===== src/rtl/opbomp_frame_assembler.sv =====
// Serial-to-parallel sample packer for the OMP decoder input.
// One assembly buffer plus one output holding register.
module opbomp_frame_assembler #(
  parameter int N          = 24,
  parameter int DATA_WIDTH = 16,
  parameter int CNT_WIDTH  = 16
) (
  input  logic                    clk,
  input  logic                    reset,
  input  logic [DATA_WIDTH-1:0]   s_data,
  input  logic                    s_valid,
  input  logic                    s_last,
  output logic                    s_ready,
  output logic [N*DATA_WIDTH-1:0] x_out,
  output logic                    x_valid,
  input  logic                    x_ready,
  output logic                    frame_err,
  output logic [CNT_WIDTH-1:0]    frame_count
);

  localparam int IW = (N > 1) ? $clog2(N) : 1;
  localparam logic [IW-1:0] LAST = IW'(N - 1);

  logic [IW-1:0]           idx;
  logic                    a_full;
  logic [N*DATA_WIDTH-1:0] asm_q;
  logic [N*DATA_WIDTH-1:0] asm_next;

  logic accept;
  logic consume;
  logic holder_free;
  logic is_last;

  assign s_ready     = !a_full;
  assign accept      = s_valid && !a_full;
  assign consume     = x_valid && x_ready;
  assign holder_free = !x_valid || x_ready;
  assign is_last     = (idx == LAST);

  // Buffer view including the beat accepted this cycle
  always_comb begin
    asm_next = asm_q;
    if (accept)
      asm_next[idx*DATA_WIDTH +: DATA_WIDTH] = s_data;
  end

  always_ff @(posedge clk) begin
    if (reset) begin
      idx         <= '0;
      a_full      <= 1'b0;
      asm_q       <= '0;
      x_out       <= '0;
      x_valid     <= 1'b0;
      frame_err   <= 1'b0;
      frame_count <= '0;
    end else begin
      frame_err <= accept && (s_last != is_last);
      if (accept) begin
        asm_q <= asm_next;
        idx   <= (is_last || s_last) ? '0 : idx + 1'b1;
      end
      if (a_full && holder_free) begin
        x_out       <= asm_q;
        x_valid     <= 1'b1;
        a_full      <= 1'b0;
        frame_count <= frame_count + 1'b1;
      end else if (accept && is_last && holder_free) begin
        x_out       <= asm_next;
        x_valid     <= 1'b1;
        frame_count <= frame_count + 1'b1;
      end else begin
        if (accept && is_last)
          a_full <= 1'b1;
        if (consume)
          x_valid <= 1'b0;
      end
    end
  end

endmodule


===== config.mk =====
export PLATFORM = sky130hd
export DESIGN_NAME = opbomp_frame_assembler
export DESIGN_NICKNAME = d
export VERILOG_FILES = /design/src/rtl/opbomp_frame_assembler.sv
export SDC_FILE = /design/constraint.sdc
export NUM_CORES = 1
export LEC_CHECK = 0
export ABC_AREA = 1
export BUFFER_PORTS_ARGS = -buffer_cell sky130_fd_sc_hd__buf_4
export CAP_MARGIN = 15
export CORE_MARGIN = 4
export CORE_UTILIZATION = 55
export DETAILED_ROUTE_END_ITERATION = 16
export PLACE_DENSITY_LB_ADDON = 0.05
export RECOVER_POWER = 50
export SYNTH_ARGS = -nofsm -noshare
export SYNTH_HDL_FRONTEND = slang
export SYNTH_SLANG_ARGS = --single-unit
export TNS_END_PERCENT = 20

===== constraint.sdc =====
create_clock -name clk -period 5.55 [get_ports clk]
set_clock_uncertainty 0.2 [all_clocks]
set_input_delay 1.11 -clock clk [delete_from_list [all_inputs] [get_ports clk]]
set_output_delay 1.11 -clock clk [all_outputs]
set_load 0.02 [all_outputs]

* Word-level counts from Yosys, hierarchy flattened
Cells that the tools add are included.
Operators by class: add/sub/neg operators 3, $mul 0, div/mod/pow operators 0, order comparisons 0, equality and inequality tests 2, shift operators 2, muxes and demuxes 10, bitwise gates (word level) 1, reduce and logical (&&, ||, !) cells 14
Operators by type and width (number):
- 384-bit 2-to-1 mux | 3
- 384-bit bitwise mux | 1
- 16-bit by 34-bit variable shift with 384-bit output, first input constant | 1
- 16-bit by 34-bit variable part select with 384-bit output | 1
- 9-bit negator with 34-bit output | 1
- 16-bit 2-to-1 mux | 2
- 16-bit by 1-bit adder with 16-bit output, second input constant | 1
- 1-bit logical AND | 6
- 5-bit by 1-bit adder with 5-bit output, second input constant | 1
- 5-bit equality test, second input constant | 1
- 5-bit 2-to-1 mux | 1
- 1-bit 2-to-1 mux | 3
- 3-bit nonzero test | 1
- 1-bit logical NOT | 2
- 1-bit logical OR | 2
- 2-bit AND reduction | 1
- 2-bit nonzero test | 1
- 2-bit OR reduction | 1
- 1-bit inequality test | 1
- 1-bit inverter | 1
Word-level totals: register bits 792, bits in latches 0, RAM bits 0, ROM bits 0, input bits 21, output and inout port bits 403, logic and storage cells 39, memories 0

* Depth between registers and ports, before layout
depth in word-level cells 6, depth in mapped cells 19, depth with buffers taken out 15

* Worst setup path before layout
Ideal clock, no wire load.
path kind reg2reg, start point register idx[0], end point register x_out[10], data arrival time 2.809 ns, required time 5.239 ns, setup slack 2.430 ns, stages on the path, launching flop included 17, path buffers 3, period minus slack after synthesis 3.120 ns, cell sequence dfxtp_1 inv_2 buf_2 buf_1 ha_1 inv_1 nor2_1 inv_2 nor2_1 ha_1 nor4_4 nand2_1 clkbuf_1 nand2_1 nand3_1 nand3_1 inv_1
On the way: word-level cells in the longest chain between the ends 6, elaborated cells between the ends (all ways) 11
RTL lines:
- start: declaration | line 24 | logic [IW-1:0] idx;
- start signal: assignment | line 60 | idx <= (is_last || s_last) ? '0 : idx + 1'b1;
- 9-bit negator with 34-bit output | line 44 | asm_next[idx*DATA_WIDTH +: DATA_WIDTH] = s_data;
- 16-bit by 34-bit variable part select with 384-bit output or 16-bit by 34-bit variable shift with 384-bit output (tied branches) | line 44
- 384-bit bitwise mux | line 44
- 384-bit 2-to-1 mux | line 43 | if (accept)
- 384-bit 2-to-1 mux | line 67 | end else if (accept && is_last && holder_free) begin
- 384-bit 2-to-1 mux | line 62 | if (a_full && holder_free) begin
- end signal: assignment | line 63 | x_out <= asm_q;
- end signal: assignment | line 68 | x_out <= asm_next;
- end: declaration | line 14 | output logic [N*DATA_WIDTH-1:0] x_out,
Several ways; a longest one is shown, not always the timed one. The select of a mux whose other input is x is not followed. A chain may end at the register's enable or synchronous reset.

* Worst setup path in the final report
start point register idx[0], end point register x_out[3]
Same word-level chain as after synthesis.

==> metrics.md <==
| Metric | Value |
|---|---|
| Final setup TNS | 0 ns |
| Status | finished, violations left |
| MaxCap Viol Count | 4 |
| R2r setup slk | 0.63 ns |
| Pwr per Cell Area | about 320 mW/mm² |
| Inserted Clock Buffers | between 80 and 90 |
| Crit-path max FO | 96 |
| Synth top area share | 0.4887 |
| Fin util | 0.6383 |
| Fin nets | 4904 |
| Syn avg cell area | roughly 7.0 µm² |
| Final worst-path cycle share | 0.8865 |
| Die H | around 250 µm |
| Final WS setup | about 0.63 ns |
| Worst Tran Pin Value | roughly 2.7 ns |
| CP endpoint kind | register |
| #FFs+latches synth | 792 |
| Sw Ratio | 0.2338 |
| Reg-to-reg startpoint | idx[0] |
| Final Hold Fails | 0 |
| Vias in the first global route | approximately 27000 |
| Worst Setup Start Kind | register |
| Clock buffer depth | 3 |
| CP Cell Sequence | ha_1 > nand4_1 > o21ai_0 > nand2_4 > clkinvlp_4 > buf_4 > or2_2 > nand3_1 > inv_1 |
| Gate power share | 0.044 |
| Mapped cell area | 0.03244 mm² |
| Slew headroom | -0.7958 |
| Sequential power share | 0.488 |
| Synth area leader | dfxtp_1 |
| Net load switching power | between 2 and 3 mW |
| CTS tree | done |
| Final setup fails | 0 |
| Syn Inst Count | roughly 4600 |
| Internal power | slightly below 9 mW |
| Async SR Flop Fraction | 0 |
| Clock power share | 0.468 |
| Htree depth | 3 |
| Row count | 88 |
| Arr. time, crit path | 5.24 ns |
| PortBufs | roughly 420 |
| Peak per-stage delay on the critical path | about 1.6 ns |
| Via count | 31080 |
| Antenna Nets Post-Route | 0 |
| Total Die Area | 0.06293 mm² |
| Post-Place Cell Area | ~0.036 mm² |
| WL/cell | around 19 µm |
| GR Overflow Total | 0 |
| Number of synthesized flops with an enable pin | 0 |
| Worst Hold Class | register to register |
| Root Buffer | clkbuf_16 |
| Setup WS pre-CTS | 1.123 ns |
| Clock latency on the worst-skew pair | around 0.63 ns |
| Most used DFF post-synth | dfxtp_1 |
| Initial Utilization | 0.5591 |
| Ports | 424 |
| Final hold slack | between 0.2 and 0.3 ns |
| First-pass GRT wire length | about 160 mm |
| DP HPWL | 73.24 mm |
| Syn_nets | 4641 |
| Cell area after layout | between 0.03 and 0.04 mm² |
| Slowest CP cell | clkinvlp_4 |
| Die width | approximately 250 µm |
| # clock sinks | 792 |
| Failing checks | max-capacitance violations, max-slew violations |
| Worst Hold Launch | x_out[53] |
| CP Launch Point | idx[0] |
| Cts-stage hold buffer count | 0 |
| Post-CTS setup buffer count | 0 |
| Final number of max-transition violations | around 310 |
| Routability congestion estimate | between 0.9 and 1 |
| Leak pwr | 14.25 nW |
| Unrepaired setup endpoints after global routing | false |
| Largest net degree at the start of global routing | 210 |
| CORE AREA | 0.05803 mm² |
| Seq/Total Area, Yosys | 0.4887 |
| DRT Pass-1 Iters | 8 |
| Routed vias/inst | roughly 5.4 |
| Top achievable clock speed | 203.2 MHz |
| GRT Total Usage | 0.3208 |
| Synth top area cells | dfxtp_1 49%, nand2_1 15%, nand3_1 10% |
| Crit Path Category | register to register |
| Worst-path clk slew | 0.07 ns |
| Initial antenna violation count | 1 |
| Cts repair resizes | 0 |
| Yosys warning count | 0 |
| Post-synth cell types | 32 |
| Iteration-0 DRC Markers | about 3200 |
| Worst EP required | 5.87 ns |
| Area delta synth->final | 14.17% |
| Residual DRC | 0 |
| Layout cell share with drive strength beyond 1 | 0.05468 |
| Post-layout minimum cycle time | between 4 and 5 ns |
| Routed wire length | approximately 110 mm |
| Worst VDD drop | roughly 270 µV |
## cell usage in the layout, fill, tap and decap left out, drive strengths merged
cell type,count
a21oi,394
nor2,423
xor2,5
xnor2,1
nor4,3
ha,5
diode,1
or2,16
nand3b,28
nand4,110
bufinv,5
o21ai,29
nor3,46
buf,84
and3,1
dfxtp,792
nand3,670
a211oi,1
clkinv,10
o21bai,6
clkbuf,534
inv,487
clkinvlp,2
nor3b,1
nand2,1285
## per-stage QoR
stage / cells / power, mW
6_report: 5704 / 11.67
3_3_place_gp: 5557 / 6.317
5_1_grt: 5704 / 11.99
2_1_floorplan: 4615 / 6.121
4_1_cts: 5700 / 11.72
3_5_place_dp: 5557 / 6.313
## kinds of logic after synthesis
| family | after synthesis | share of synthesized area |
|---|---|---|
| XOR/XNOR | 6 | 0.001620 |
| flip-flops | 792 | 0.4887 |
| buffers and inverters | 799 | 0.09661 |
| AO/OA/AOI/OAI | 430 | 0.06688 |
| adder cells (fa/ha/maj) | 5 | 0.001928 |
| AND/OR/NAND/NOR | 2583 | 0.3442 |
## cells in the mapped netlist, types with 2 or more instances
master and instances:
clkbuf_1 201, buf_2 84, xor2_1 5, nor2_4 4
o21ai_1 5, nor3_1 44, nand3b_1 28, inv_1 477
nor2_1 415, or2_2 16, buf_1 20, o21ai_0 24
nand4_1 107, nand2_1 1284, nor2_2 4, nor3_2 2
ha_1 5, nand3_2 11, buf_4 8, inv_2 9
nand3_1 659, o21bai_1 6, a21oi_1 394, nor4_1 2
dfxtp_1 792, nand4_2 3
## metal layers
| metal | vias up | GRT usage | part of all wire |
|---|---|---|---|
| li1 | 15180 | - | - |
| met1 | 14460 | 0.4539 | 0.43 |
| met2 | 1230 | 0.4887 | 0.45 |
| met3 | 202 | 0.06373 | 0.089 |
| met4 | 0 | 0.1198 | 0.037 |
| met5 | - | 0 | 0 |
## final timing paths
path | end | cells after the start
min | x_out[53] | 2
max reg2reg | x_out[3] | 9
min reg2reg | x_out[53] | 2
max | x_out[3] | 9
## final cells by class
cell class                 instances  area [µm²]
antenna                            1       2.502
multi-input combinational       3024       13520
inverter                         486        1832
clock buffer                     125        2372
sequential                       792       15860
clock inverter                    18       256.5
fill                            5668       20990
tap                              765       957.2
timing repair buffer             493        2245
## state kept, by name, indices dropped and copies added (netlist names)
signal       cells
a_full           1
x_out          384
idx              5
x_valid          1
asm_q          384
frame_err        1
frame_count     16
## worst max-delay path: cells and delay by family, from the launching register on
family,cells,cell delay [ns]
buf+inv,3,2.50
simple gates,4,1.19
flops,1,0.36
fa+ha+maj,1,0.25
compound gates,1,0.22
## power by group through the flow
stage / registers, mW / logic [mW] / clock network (mW)
4_1_cts: 5.69 / 0.495 / 5.53
5_1_grt: 5.69 / 0.531 / 5.77
3_5_place_dp: 5.82 / 0.493 / 0
6_report: 5.69 / 0.514 / 5.47
3_3_place_gp: 5.82 / 0.497 / 0
2_1_floorplan: 5.82 / 0.301 / 0
No activity file was read; power rests on OpenSTA's default activity.
